File: src/rtl/store_pkg.sv
// Shared types and constants for the sub-word store read-modify-write sequencer.
package store_pkg;

    localparam int WORD_W = 32;

    typedef enum logic [1:0] {
        SZ_BYTE = 2'b00,
        SZ_HALF = 2'b01,
        SZ_WORD = 2'b10
    } store_size_t;

    typedef enum logic [2:0] {
        IDLE  = 3'd0,
        READ  = 3'd1,
        WAIT  = 3'd2,
        WRITE = 3'd3,
        DONE  = 3'd4
    } store_state_t;

    // The reserved encoding 2'b11 behaves as a full-word store.
    function automatic store_size_t decode_size(input logic [1:0] raw);
        return (raw == 2'b11) ? SZ_WORD : store_size_t'(raw);
    endfunction

endpackage

File: src/rtl/store_lane_merge.sv
// Merges a byte or halfword into the addressed lane of a word; word size passes new_data through.
module store_lane_merge
    import store_pkg::*;
(
    input  logic [WORD_W-1:0] old_word,
    input  logic [WORD_W-1:0] new_data,
    input  store_size_t       size,
    input  logic [1:0]        lane,
    output logic [WORD_W-1:0] merged
);

    always_comb begin
        merged = old_word;
        case (size)
            SZ_BYTE: begin
                case (lane)
                    2'd0:    merged[7:0]   = new_data[7:0];
                    2'd1:    merged[15:8]  = new_data[7:0];
                    2'd2:    merged[23:16] = new_data[7:0];
                    default: merged[31:24] = new_data[7:0];
                endcase
            end
            // lane[0] is deliberately ignored for halfwords
            SZ_HALF: begin
                if (lane[1]) merged[31:16] = new_data[15:0];
                else         merged[15:0]  = new_data[15:0];
            end
            default: merged = new_data;
        endcase
    end

endmodule

File: src/rtl/store_rmw_ctrl.sv
// Sequences sb/sh as read-modify-write on word memory; sw skips the read. Optional STORE_RMW_ALIGN_CHECK_EN rejects odd halfwords.
// States: IDLE wait start | READ strobe mem_rd | WAIT count RD_LAT | WRITE strobe mem_wr | DONE pulse done.
module store_rmw_ctrl
    import store_pkg::*;
#(
    parameter int ADDR_W = 32,
    parameter int RD_LAT = 1
) (
    input  logic              clk,
    input  logic              reset,
    input  logic              start,
    input  logic [1:0]        size,
    input  logic [ADDR_W-1:0] addr,
    input  logic [WORD_W-1:0] wdata,
    output logic              busy,
    output logic              done,
    output logic [ADDR_W-1:0] mem_addr,
    output logic              mem_rd,
    output logic              mem_wr,
    output logic [WORD_W-1:0] mem_wdata,
    input  logic [WORD_W-1:0] mem_rdata
`ifdef STORE_RMW_ALIGN_CHECK_EN
    ,
    output logic              misalign
`endif
);

    localparam logic [2:0] WAIT_LOAD = 3'(RD_LAT - 1);

    store_state_t      r_state;
    store_state_t      w_next_state;
    store_size_t       r_size;
    store_size_t       w_size_in;
    logic [ADDR_W-1:0] r_addr;
    logic [WORD_W-1:0] r_wdata;
    logic [WORD_W-1:0] r_rdbuf;
    logic [2:0]        r_wait_cnt;
    logic [WORD_W-1:0] w_merged;
    logic              w_capture;
    logic              w_misalign_req;

    assign w_size_in = decode_size(size);
    assign w_capture = (r_state == IDLE) && start;

`ifdef STORE_RMW_ALIGN_CHECK_EN
    logic r_misalign;
    assign w_misalign_req = (w_size_in == SZ_HALF) && addr[0];
    assign misalign       = (r_state == DONE) && r_misalign;
`else
    assign w_misalign_req = 1'b0;
`endif

    always_ff @(posedge clk) begin
        if (reset) begin
            r_state    <= IDLE;
            r_size     <= SZ_BYTE;
            r_addr     <= '0;
            r_wdata    <= '0;
            r_rdbuf    <= '0;
            r_wait_cnt <= '0;
        end else begin
            r_state <= w_next_state;
            if (w_capture) begin
                r_size  <= w_size_in;
                r_addr  <= addr;
                r_wdata <= wdata;
            end
            if (r_state == READ) begin
                r_wait_cnt <= WAIT_LOAD;
            end else if (r_state == WAIT && r_wait_cnt != 3'd0) begin
                r_wait_cnt <= r_wait_cnt - 3'd1;
            end
            if (r_state == WAIT && r_wait_cnt == 3'd0) begin
                r_rdbuf <= mem_rdata;
            end
        end
    end

`ifdef STORE_RMW_ALIGN_CHECK_EN
    always_ff @(posedge clk) begin
        if (reset) begin
            r_misalign <= 1'b0;
        end else if (w_capture) begin
            r_misalign <= w_misalign_req;
        end
    end
`endif

    always_comb begin
        w_next_state = r_state;
        unique case (r_state)
            IDLE: begin
                if (start) begin
                    if (w_misalign_req)           w_next_state = DONE;
                    else if (w_size_in == SZ_WORD) w_next_state = WRITE;
                    else                           w_next_state = READ;
                end
            end
            READ:    w_next_state = WAIT;
            WAIT:    if (r_wait_cnt == 3'd0) w_next_state = WRITE;
            WRITE:   w_next_state = DONE;
            DONE:    w_next_state = IDLE;
            default: w_next_state = IDLE;
        endcase
    end

    store_lane_merge u_merge (
        .old_word (r_rdbuf),
        .new_data (r_wdata),
        .size     (r_size),
        .lane     (r_addr[1:0]),
        .merged   (w_merged)
    );

    assign busy      = (r_state != IDLE);
    assign done      = (r_state == DONE);
    assign mem_rd    = (r_state == READ);
    assign mem_wr    = (r_state == WRITE);
    assign mem_addr  = {r_addr[ADDR_W-1:2], 2'b00};
    assign mem_wdata = (r_state == WRITE) ? w_merged : '0;

endmodule

File: config.mk
export PLATFORM = sky130hd
export DESIGN_NAME = store_rmw_ctrl
export DESIGN_NICKNAME = d
export VERILOG_FILES = /design/src/rtl/store_pkg.sv /design/src/rtl/store_lane_merge.sv /design/src/rtl/store_rmw_ctrl.sv
export SDC_FILE = /design/constraint.sdc
export NUM_CORES = 1
export LEC_CHECK = 0
export CORE_MARGIN = 8
export CORE_UTILIZATION = 65
export CTS_CLUSTER_DIAMETER = 30
export DETAILED_ROUTE_END_ITERATION = 10
export DONT_BUFFER_PORTS = 1
export PLACE_DENSITY = 0.83
export SLEW_MARGIN = 10
export SYNTH_ARGS = -nofsm -noshare
export SYNTH_HDL_FRONTEND = slang
export SYNTH_SLANG_ARGS = --single-unit
File: constraint.sdc
create_clock -name clk -period 2.86 [get_ports clk]
set_input_delay 0.572 -clock clk [delete_from_list [all_inputs] [get_ports clk]]
set_output_delay 0.572 -clock clk [all_outputs]
set_load 0.02 [all_outputs]
# After elaboration in Yosys (flattened, before gate mapping)

Cells that the tools add are included.

Equal/unequal tests: 11
Reductions and logical operators: 12
Mux-type cells: 13
Add/sub/neg operators: 1

Operator list:

| operator            | number |
|---|---|
| $pmux 32 s2         | 1 |
| $mux 16             | 2 |
| $mux 32             | 1 |
| $mux 8              | 4 |
| $pmux 3 s4          | 1 |
| $eq 2x2->1 const B  | 3 |
| $eq 3x2->1 const B  | 2 |
| $logic_not 3->1     | 2 |
| $mux 3              | 2 |
| $reduce_bool 3->1   | 2 |
| $eq 2x1->1 const B  | 2 |
| $logic_not 2->1     | 2 |
| $mux 2              | 2 |
| $eq 3x1->1 const B  | 1 |
| $eq 3x3->1 const B  | 1 |
| $logic_and 1x1->1   | 3 |
| $reduce_or 3->1     | 1 |
| $sub 3x1->3 const B | 1 |
| $ne 2x1->1 const B  | 1 |
| $ne 2x2->1 const B  | 1 |
| $reduce_and 2->1    | 1 |
| $reduce_or 2->1     | 1 |

Flip-flop bits (word level): 104
Output and inout bits: 68
Input port bits: 101
Word-level logic and storage cells: 43

# Depth between registers and ports, before layout

Gate-level depths: netlist (run 1).

Depth after elaboration: 6
Mapped depth: 8
Gate-level depth less buffers: 6

# Modules after synthesis

Synthesis (run 1) repeated with hierarchy kept, for this count alone.

Cells, all modules: 643
Area total of the unflattened synthesis: 5444.0 µm²

Modules (own cells, without submodules):

| module           | area each (µm²) | seq. area each (µm²) | instances | cells each |
|---|---|---|---|---|
| store_rmw_ctrl   | 4518.1          | 2082.0               | 1         | 533 |
| store_lane_merge | 925.9           | 0.0                  | 1         | 110 |

# Worst setup path after synthesis (run 1)

Ideal clock, no wire load.

Kind: reg-to-output
From: register r_addr[1]
To: output mem_wdata[25]
Path slack: 885 ps
Cell stages (with the launch flop): 6
Required time: 2288 ps
Path buffers: 2
Arrival time: 1403 ps
Path through: dfxtp_1 > buf_6 > buf_2 > mux2_2 > a222oi_1 > nor2_1

Word-level cells in the longest chain between the ends: 5
Elaborated cells between the ends (all ways): 8
Those cells by class: eq/ne (2); mux (4); reduce/logical (2)

Ends and longest elaborated chain:

| what                                     | RTL line               | RTL |
|---|---|---|
| start: declaration                       | store_rmw_ctrl.sv:34   | `logic [ADDR_W-1:0] r_addr;` |
| start signal: assignment                 | store_rmw_ctrl.sv:65   | `r_addr <= addr;` |
| $eq 2x1->1, or another cell as far along | store_lane_merge.sv:16 | `case (lane)` |
| $reduce_or 3->1 (no line)                | --                     |  |
| $mux 8                                   | store_lane_merge.sv:16 |  |
| $pmux 32 s2 (*)                          | store_lane_merge.sv:14 | `case (size)` |
| $mux 32 (*)                              | store_rmw_ctrl.sv:120  | `assign mem_wdata = (r_state == WRITE) ? w_merged : '0;` |
| end: declaration                         | store_rmw_ctrl.sv:20   | `output logic [WORD_W-1:0] mem_wdata,` |

Mark *: on every way between the ends. The rest lies on a longest branch, timed or not.

# Final worst setup path (run 1)

From: register r_addr[0]
To: output mem_wdata[25]

Word-level cells in the longest chain between the ends: 5
Elaborated cells between the ends (all ways): 7
Those cells by class: eq/ne (2); mux (3); reduce/logical (2)

Ends and longest elaborated chain:

| what                                     | RTL line |
|---|---|
| $eq 2x1->1, or another cell as far along | store_lane_merge.sv:16 |
| $reduce_or 3->1 (no line) (*)            | -- |
| $mux 8 (*)                               | store_lane_merge.sv:16 |
| $pmux 32 s2 (*)                          | store_lane_merge.sv:14 |
| $mux 32 (*)                              | store_rmw_ctrl.sv:120 |

Marked as above.

==> flow_metrics.env, run 1 <==
export IMPL_status="complete, no violations"
export IMPL_die_area_mm2=0.0109
export IMPL_cts_sinks=104
export IMPL_met2_usage_pct=38.1
export IMPL_cts_made_buffers=9
export IMPL_p_per_area_mw_per_mm2=622
export IMPL_p_int_mw=2.20
export IMPL_p_sw_mw=1.02
export IMPL_io_pins=169
export IMPL_synth_edf_count=0
export IMPL_dieWidth_um=104
export IMPL_synth_fa_ha_area_share_pct=0.494
export IMPL_max_freq_mhz=363
export IMPL_cts_hold_repair_buffers=0
export IMPL_layout_min_cycle_time_ps=2750
export IMPL_antenna_found_initial=0
export IMPL_fp_dieH_um=104
export IMPL_clk_pin_slew_ps=100
export IMPL_leakagePower_nw=1.95
export IMPL_fin_skew_ps=9.69
export IMPL_n_antenna_cell=0
export IMPL_tightestPinTransition_ps=806
export IMPL_critPathCaptureType="output pin"
export IMPL_avgSynthCellArea_um2=7.93
export IMPL_numPortBuffers=0
export IMPL_ys_seq_area_share_pct=41.1
export IMPL_finalSetupTns_ps=0
export IMPL_drive_above_1_share_pct=15.2
export IMPL_totalWireLength_um=13600
export IMPL_cts_tree="yes"
export IMPL_start_util_pct=66.2
export IMPL_place_congestion=0.865
export IMPL_pwr_share_comb_pct=16.8
export IMPL_rows=32
export IMPL_synth_simple_area_share_pct=21.6
export IMPL_drt_iter0_markers=494
export IMPL_synthArstFlopShare_pct=0
export IMPL_path_class="reg -> out"
export IMPL_start_kind="flip-flop"
export IMPL_via_per_inst=6.13
export IMPL_cts_path_max_buffers=2
export IMPL_fin_util_pct=67.7
export IMPL_ys_types=33
export IMPL_synth_top_family_by_area="simple AND/OR/NAND/NOR gates"
export IMPL_routedWlPerCell_um=19.1
export IMPL_total_power_mw=3.22
export IMPL_synth_compound_area_share_pct=16.6
export IMPL_fin_nets=710
export IMPL_drv_cap=0
export IMPL_synth_xor_area_share_pct=0.173
export IMPL_worst_ep_required_time_ps=2290
export IMPL_ant_nets=0
export IMPL_dp_hpwl_um=9690
export IMPL_coreArea_mm2=0.00765
export IMPL_syn_area_mm2=0.00506
export IMPL_grt_met1_usage_pct=29.1
export IMPL_drc=0
export IMPL_htreeDepth=3
export IMPL_fillers=630
export IMPL_synthCells=638
export IMPL_synthMuxAreaShare_pct=9.30
export IMPL_seqCellArea_mm2=0.00208
export IMPL_grt_usage_pct=24.1
export IMPL_hold_viol_final=0
export IMPL_period_share_pct=96.3
export IMPL_grt_overflow=0
export IMPL_vias=4376
export IMPL_synth_seq_cells=104
export IMPL_rsz0062_at_grt="no"
export IMPL_pwr_share_seq_pct=53.8
export IMPL_holdWs_ps=263
export IMPL_slew_viol_final=0
export IMPL_grt_max_degree=103
export IMPL_max_slew_margin_pct=46.1
export IMPL_busiest_layer="met2"
export IMPL_synth_warnings=0
export IMPL_clock_latency_ps=370
export IMPL_grt_pass1_wl_um=21400
export IMPL_use_met3_pct=8.05
export IMPL_multiInputGateArea_mm2=0.00245
export IMPL_finalSetupViolCount=0
export IMPL_synth_flop_cell="dfxtp_1"
export IMPL_hold_class="in -> reg"
export IMPL_path_max_fanout=13
export IMPL_clockRootBuffer="clkbuf_8"
export IMPL_pwr_share_clk_pct=29.4
export IMPL_syn_to_final_growth_pct=2.27
export IMPL_peakVddDrop_v=0.000390
export IMPL_drt_first_pass_iters=7
export IMPL_sw_frac_of_total_pct=31.7
export IMPL_grt_pass1_vias=4239
export IMPL_critPathArrivalTime_ps=2180
## through the flow
step	worst slack (ps)	cells	area (um^2)
global route	15.0	714	5180
detailed placement	483	698	4970
floorplan	885	639	5060
CTS	80.0	714	5170
finish	105	714	5180
global placement	558	698	4970
## cell usage in the layout (no fill, tap or decap), drive strengths merged
master	Yosys	layout
clkbuf	20	9
nor3b	2	2
ha	2	2
a211oi	3	3
a222oi	16	16
dfxtp	104	104
nor4b	1	1
bufinv	0	1
or2b	1	1
buf	61	38
and2	1	1
nor2b	11	11
and3	1	1
clkinvlp	0	1
inv	6	8
nand3	1	1
xnor2	1	1
or2	1	1
clkinv	0	3
a21o	2	2
nand2	197	197
nor3	1	1
nand3b	2	2
mux2	32	32
conb	1	2
nor2	31	31
mux2i	8	8
nand2b	8	8
a21oi	115	115
a22oi	8	8
a2111oi	1	1
## registers in the layout, summed over array words and instances (netlist names)
register and count:
r_wdata 32, r_size 2, r_addr 32, r_rdbuf 32, r_state 3, r_wait_cnt 3
## layout make-up
cell class                      count  share of cell area [%]
Multi-Input combinational cell    448                    47.4
Sequential cell                   104                    40.2
Timing Repair Buffer               38                    5.51
Tap cell                          102                    2.47
Clock buffer                        9                    2.39
Clock inverter                      7                    1.55
Inverter                            6                   0.435
## kinds of logic (layout without fill, tap and decap cells)
family	Yosys count	in the layout
buffers and inverters	87	60
adder cells (fa/ha/maj)	2	2
multiplexers	40	40
XOR/XNOR	1	1
AND/OR/NAND/NOR	258	258
flip-flops	104	104
other	1	2
AO/OA/AOI/OAI	145	145
## metal layers
| metal | share of wire (%) | up-vias |
|---|---|---|
| li1 | - | 2039 |
| met2 | 46 | 251 |
| met5 | 0 | - |
| met4 | 3.1 | 0 |
| met1 | 41 | 2045 |
| met3 | 10 | 41 |
## Yosys cell counts, types with 2 or more instances
cell type	number	area share, %
mux2_4	8	2.4
buf_6	8	1.8
nand2b_1	8	0.99
a21o_1	2	0.30
nand2_1	196	15
ha_1	2	0.49
a22oi_1	8	1.2
a222oi_1	16	3.2
a211oi_1	3	0.44
nor3b_1	2	0.30
a21oi_1	115	11
nor2b_1	11	1.4
clkbuf_1	20	1.5
buf_4	33	4.9
mux2i_1	8	1.6
nand3b_1	2	0.30
nor2_1	31	2.3
buf_2	20	2.0
inv_1	6	0.44
mux2_2	23	5.1
dfxtp_1	104	41
## power by group through the flow
stage | combinational, mW | clock (mW) | sequential (mW)
after floorplan | 0.592 | 0 | 1.66
after global placement | 0.512 | 0 | 1.75
after global routing | 0.601 | 1.01 | 1.75
final | 0.540 | 0.945 | 1.73
after CTS | 0.537 | 0.955 | 1.73
after detailed placement | 0.535 | 0 | 1.76
## worst max-delay path, cell delays in order (launching register included)
cell and delay, ps:
dfxtp_1 690, nand2_8 160, mux2_4 330, a222oi_1 400, nor2_1 80, buf_4 170
## repair_timing
item,CTS,global route
endpoints found under the setup margin,0,9
gates resized for setup,0,2
buffers inserted,0,0
## final timing paths
path                            startpoint       endpoint  slack (ps)  depth (start not counted)
worst max-delay path             r_addr[0]  mem_wdata[25]         110                          5
worst max register to register  r_state[2]     r_addr[15]         930                          5
worst min register to register  r_rdbuf[5]     r_rdbuf[5]         460                          2
worst min-delay path                 reset     r_addr[19]         260                          1
No activity file was read; power rests on OpenSTA's default activity.
==> inputs of run 2 (changes only) <==
- MAX_ROUTING_LAYER: default -> met4
- SYNTH_HIERARCHICAL: default -> 1
==> flow_metrics.env, run 2 <==
export IMPL_status="complete, no violations"
export IMPL_synthCells=643
export IMPL_p_per_area_mw_per_mm2=578
export IMPL_synth_warnings=6
export IMPL_synth_flop_cell="dfxtp_1"
export IMPL_fin_skew_ps=8.55
export IMPL_worst_slack_ps=245
export IMPL_max_freq_mhz=382
export IMPL_post_cts_buffers=0
export IMPL_hold_path_depth=1
export IMPL_start_kind="flip-flop"
export IMPL_crit_family="simple AND/OR/NAND/NOR gates"
export IMPL_drt_first_pass_iters=5
export IMPL_r2r_start="r_wait_cnt[0]"
export IMPL_drv_cap=0
export IMPL_period_share_pct=91.4
export IMPL_avgSynthCellArea_um2=8.47
export IMPL_top_regs="r_addr: 32 flops, r_rdbuf: 32 flops, r_wdata: 32 flops"
export IMPL_clockRootBuffer="clkbuf_8"
export IMPL_n_antenna_cell=0
export IMPL_vias=4081
export IMPL_worst_path_largest_cell_delay_ps=440
export IMPL_io_pins=169
export IMPL_routedWlPerCell_um=19.3
export IMPL_cts_made_buffers=9
export IMPL_coreArea_mm2=0.00818
export IMPL_clock_latency_ps=360
export IMPL_antenna_found_initial=0
export IMPL_layout_common_cells="nand2_1, dfxtp_1, a21oi_1, nand2b_1, mux2i_1"
export IMPL_die_area_mm2=0.0116
export IMPL_path_class="reg -> out"
export IMPL_fin_nets=686
export IMPL_max_slew_margin_pct=53.3
export IMPL_path_cells="buf_4 > nor2b_1 > mux2i_1 > o221ai_1 > and2_1"
export IMPL_worst_ep_required_time_ps=2290
export IMPL_synth_edf_count=0
export IMPL_drc=0
export IMPL_grt_overflow=0
export IMPL_place_congestion=0.947
export IMPL_syn_area_mm2=0.00544
export IMPL_dp_hpwl_um=9640
export IMPL_crit_buf_inv=1
export IMPL_total_power_mw=3.09
export IMPL_hold_class="in -> reg"
export IMPL_grt_max_degree=137
export IMPL_synth_area_leaders="dfxtp_1, mux2i_1, nand2_1, nand2b_1, a21oi_1"
export IMPL_ys_types=41
export IMPL_syn_to_final_growth_pct=-2.00
export IMPL_rows=33
export IMPL_ys_seq_area_share_pct=38.2
export IMPL_htreeDepth=3
export IMPL_fillers=708
export IMPL_finalSetupViolCount=0
export IMPL_synthArstFlopShare_pct=0
export IMPL_critPathCaptureType="output pin"
export IMPL_synth_most_common_cell="nand2_1"
export IMPL_tightestPinTransition_ps=699
export IMPL_slew_viol_final=0
export IMPL_synth_top_cell_area_share_pct=38.2
export IMPL_fp_dieH_um=108
export IMPL_synth_largest_area_cell="dfxtp_1"
export IMPL_placed_area_mm2=0.00515
export IMPL_critPathArrivalTime_ps=2040
export IMPL_cts_hold_repair_buffers=0
export IMPL_drt_iter0_markers=277
export IMPL_worstHoldStart="reset"
export IMPL_numPortBuffers=0
export IMPL_final_common_cell="nand2_1"
export IMPL_cts_tree="yes"
export IMPL_hold_viol_final=0
export IMPL_yosys_top_cells_count="nand2_1, dfxtp_1, a21oi_1, nand2b_1, mux2i_1"
export IMPL_cts_path_max_buffers=2
export IMPL_layout_min_cycle_time_ps=2610
export IMPL_reg2reg_depth=6
export IMPL_rsz0062_at_grt="no"
export IMPL_crit_slowest_cell="nor2b_1"
export IMPL_r2r_setup_slack_ps=930
export IMPL_cts_resized=0
export IMPL_leakagePower_nw=1.97
export IMPL_path_max_fanout=11
export IMPL_via_per_inst=5.89
export IMPL_cts_sinks=104
export IMPL_grt_pass1_vias=3908
export IMPL_r2r_end="r_rdbuf[31]"
export IMPL_synth_seq_cells=104
export IMPL_design_area_mm2=0.00534
export IMPL_ant_nets=0
export IMPL_clk_pin_slew_ps=100
export IMPL_dieWidth_um=108
export IMPL_totalWireLength_um=13400
export IMPL_start_util_pct=66.6
export IMPL_drive_above_1_share_pct=7.65
export IMPL_pre_cts_slack_ps=663
export IMPL_finalSetupTns_ps=0
export IMPL_grt_usage_pct=22.6
export IMPL_holdPathEnd="r_wdata[0]"
export IMPL_holdWs_ps=286
export IMPL_grt_pass1_wl_um=20200
export IMPL_peakVddDrop_v=0.000398
## run 2: changes by cell type after synthesis, sizes merged, moves of 8 or more
cell,previous run,this run
a21oi,115,69
a22oi,8,0
nor2,31,1
nor2b,11,3
a222oi,16,0
nand2b,8,68
nand2,197,149
mux2i,8,65
a221o,0,8
and2,1,40
o221ai,0,16
mux2,32,9
## run 2: through the flow
step | util (%) | instances
floorplan | - | 644
global placement | 63.0 | 677
detailed placement | 63.0 | 677
CTS | 65.3 | 693
global route | 65.3 | 693
finish | 65.3 | 693
## run 2: logic make-up after synthesis
group | after synthesis | share of synthesized area, %
mux | 74 | 13.8
fa+ha+maj | 2 | 0.460
simple gates | 279 | 26.0
compound gates | 99 | 11.6
flops | 104 | 38.2
other cells | 1 | 0.0689
buf+inv | 84 | 9.79
## run 2: worst max-delay path by stage
stage / cells past startpoint / start / endpoint
3_5_place_dp: 5 / r_addr[1] / mem_wdata[23]
5_1_grt: 5 / r_addr[1] / mem_wdata[23]
3_3_place_gp: 5 / r_addr[1] / mem_wdata[23]
6_report: 5 / r_addr[1] / mem_wdata[23]
2_1_floorplan: 5 / r_state[0] / mem_wdata[22]
4_1_cts: 5 / r_addr[1] / mem_wdata[23]
## run 2: area by class of cell
class | count | area [um^2] | share of cell area (%)
well taps | 105 | 131 | 2.46
flip-flops and latches | 104 | 2080 | 39.0
clock buffers | 10 | 128 | 2.39
clock inverters | 6 | 55.1 | 1.03
multi-input cells | 456 | 2840 | 53.3
inverters | 3 | 16.3 | 0.305
repair buffers | 9 | 80.1 | 1.50
## run 2: metal layers
metal / global-route usage, % / wire length, um / part of all wire [%] / vias up
met4: 7.93 / 247 / 1.8 / 0
met1: 27.4 / 5750 / 43 / 1887
li1: - / - / - / 1984
met3: 5.69 / 1100 / 8.2 / 21
met2: 35.5 / 6270 / 47 / 189
met5: - / 0 / 0 / -
## run 2: worst register-to-register path: cells and delay by family, from the launching register on
kind	cells	cell delay, ps
buffers and inverters	2	360
adder cells (fa/ha/maj)	1	190
AND/OR/NAND/NOR	2	770
multiplexers	1	220
flip-flops	1	330
## run 2: where the power goes
group          internal [mW]  total (mW)  switching, mW
combinational          0.212       0.486          0.274
sequential              1.56        1.71          0.152
clock                  0.340       0.887          0.547
==> inputs of run 3 (changes only) <==
- CORE_UTILIZATION: 65 -> 45
- PLACE_DENSITY: 0.83 -> 0.62
==> flow_metrics.env, run 3 (synthesized netlist as in run 2, its figures left out) <==
export IMPL_cts_resized=0
export IMPL_peakVddDrop_v=0.000389
export IMPL_dieWidth_um=126
export IMPL_clockRootBuffer="clkbuf_16"
export IMPL_cts_hold_repair_buffers=0
export IMPL_slew_viol_final=0
export IMPL_cts_path_max_buffers=2
export IMPL_fin_skew_ps=7.91
export IMPL_worst_ep_required_time_ps=2290
export IMPL_htreeDepth=3
export IMPL_syn_to_final_growth_pct=1.93
export IMPL_grt_usage_pct=18.5
export IMPL_final_common_cell="nand2_1"
export IMPL_rsz0062_at_grt="no"
export IMPL_critPathArrivalTime_ps=2030
export IMPL_drc=0
export IMPL_critPathCaptureType="output pin"
export IMPL_numPortBuffers=0
export IMPL_path_max_fanout=11
export IMPL_cts_made_buffers=9
export IMPL_cts_tree="yes"
export IMPL_drv_cap=0
export IMPL_io_pins=169
export IMPL_max_slew_margin_pct=50.8
export IMPL_wl_met2_um=6770
export IMPL_hold_viol_final=0
export IMPL_finalSetupViolCount=0
export IMPL_vias=4079
export IMPL_tightestPinTransition_ps=737
export IMPL_drive_above_1_share_pct=7.81
export IMPL_path_class="reg -> out"
export IMPL_drt_iter0_markers=201
export IMPL_die_area_mm2=0.0159
export IMPL_totalWireLength_um=14600
export IMPL_routedWlPerCell_um=19.8
export IMPL_top_regs="r_addr: 32 flops, r_rdbuf: 32 flops, r_wdata: 32 flops"
export IMPL_clk_pin_slew_ps=70
export IMPL_coreArea_mm2=0.0119
export IMPL_grt_overflow=0
export IMPL_start_util_pct=45.7
export IMPL_finalSetupTns_ps=0
export IMPL_post_cts_buffers=0
export IMPL_grt_pass1_vias=4099
export IMPL_place_congestion=0.785
export IMPL_via_per_inst=5.53
export IMPL_pre_cts_slack_ps=641
export IMPL_max_freq_mhz=384
export IMPL_leakagePower_nw=2.05
export IMPL_fillers=1183
export IMPL_layout_common_cells="nand2_1, dfxtp_1, a21oi_1, nand2b_1, mux2i_1"
export IMPL_clock_latency_ps=350
export IMPL_worst_slack_ps=256
export IMPL_drt_first_pass_iters=4
export IMPL_rows=40
export IMPL_fin_nets=687
export IMPL_layout_min_cycle_time_ps=2600
export IMPL_routed_top_layer="met4"
export IMPL_wl_met3_um=1110
export IMPL_routedLengthMet1_um=6410
export IMPL_hold_class="in -> reg"
export IMPL_ant_nets=0
export IMPL_start_kind="flip-flop"
export IMPL_p_per_area_mw_per_mm2=655
export IMPL_period_share_pct=91.0
export IMPL_dp_hpwl_um=10300
export IMPL_antenna_found_initial=1
export IMPL_fp_dieH_um=126
export IMPL_grt_pass1_wl_um=22400
export IMPL_cts_sinks=104
export IMPL_grt_max_degree=137
export IMPL_status="complete, no violations"
[run 3: path summary, 6_finish.rpt]
path	cells after the start	end	from	slack (ps)
setup / recovery	5	mem_wdata[17]	r_addr[1]	260
hold / removal	1	r_wdata[4]	reset	290
setup reg to reg	6	r_rdbuf[7]	r_wait_cnt[0]	810
hold reg to reg	2	r_wdata[16]	r_wdata[16]	460
[run 3: cell type report]
class                      instances  area, um^2  share of cell area, %
multi-input combinational        456        2840                   51.2
clock buffer                      11         243                   4.37
timing repair buffer              10        75.1                   1.35
inverter                           3        16.3                  0.293
sequential                       104        2080                   37.5
tap                              147         184                   3.31
clock inverter                     5         104                   1.87
antenna                            1        2.50                 0.0451
[run 3: power by group]
part / internal, mW / total (mW) / switching, mW
sequential: 1.56 / 1.72 / 0.154
combinational: 0.210 / 0.485 / 0.275
clock: 0.880 / 1.44 / 0.555
[run 3: worst max-delay path, stage by stage (launching register included)]
cell,delay (ps)
dfxtp_1,510
buf_4,300
nand2b_1,210
mux2i_1,160
o221ai_1,210
and2_1,290
[run 3: per-layer routing]
layer | track usage, % | up-vias
li1 | - | 1991
met1 | 21.2 | 1929
met2 | 29.3 | 140
met3 | 6.46 | 19
met4 | 7.15 | 0
met5 | - | -
[run 3: per-stage QoR]
step                instance area, um^2  utilization [%]  hold WS, ps  power, mW  instances
floorplan                          5450                -          436       2.20        644
global placement                   5200             43.7          440       2.22        720
detailed placement                 5200             43.7          441       2.24        720
CTS                                5550             46.6          277       3.68        736
global route                       5550             46.6          280       3.80        737
finish                             5550             46.6          293       3.64        737
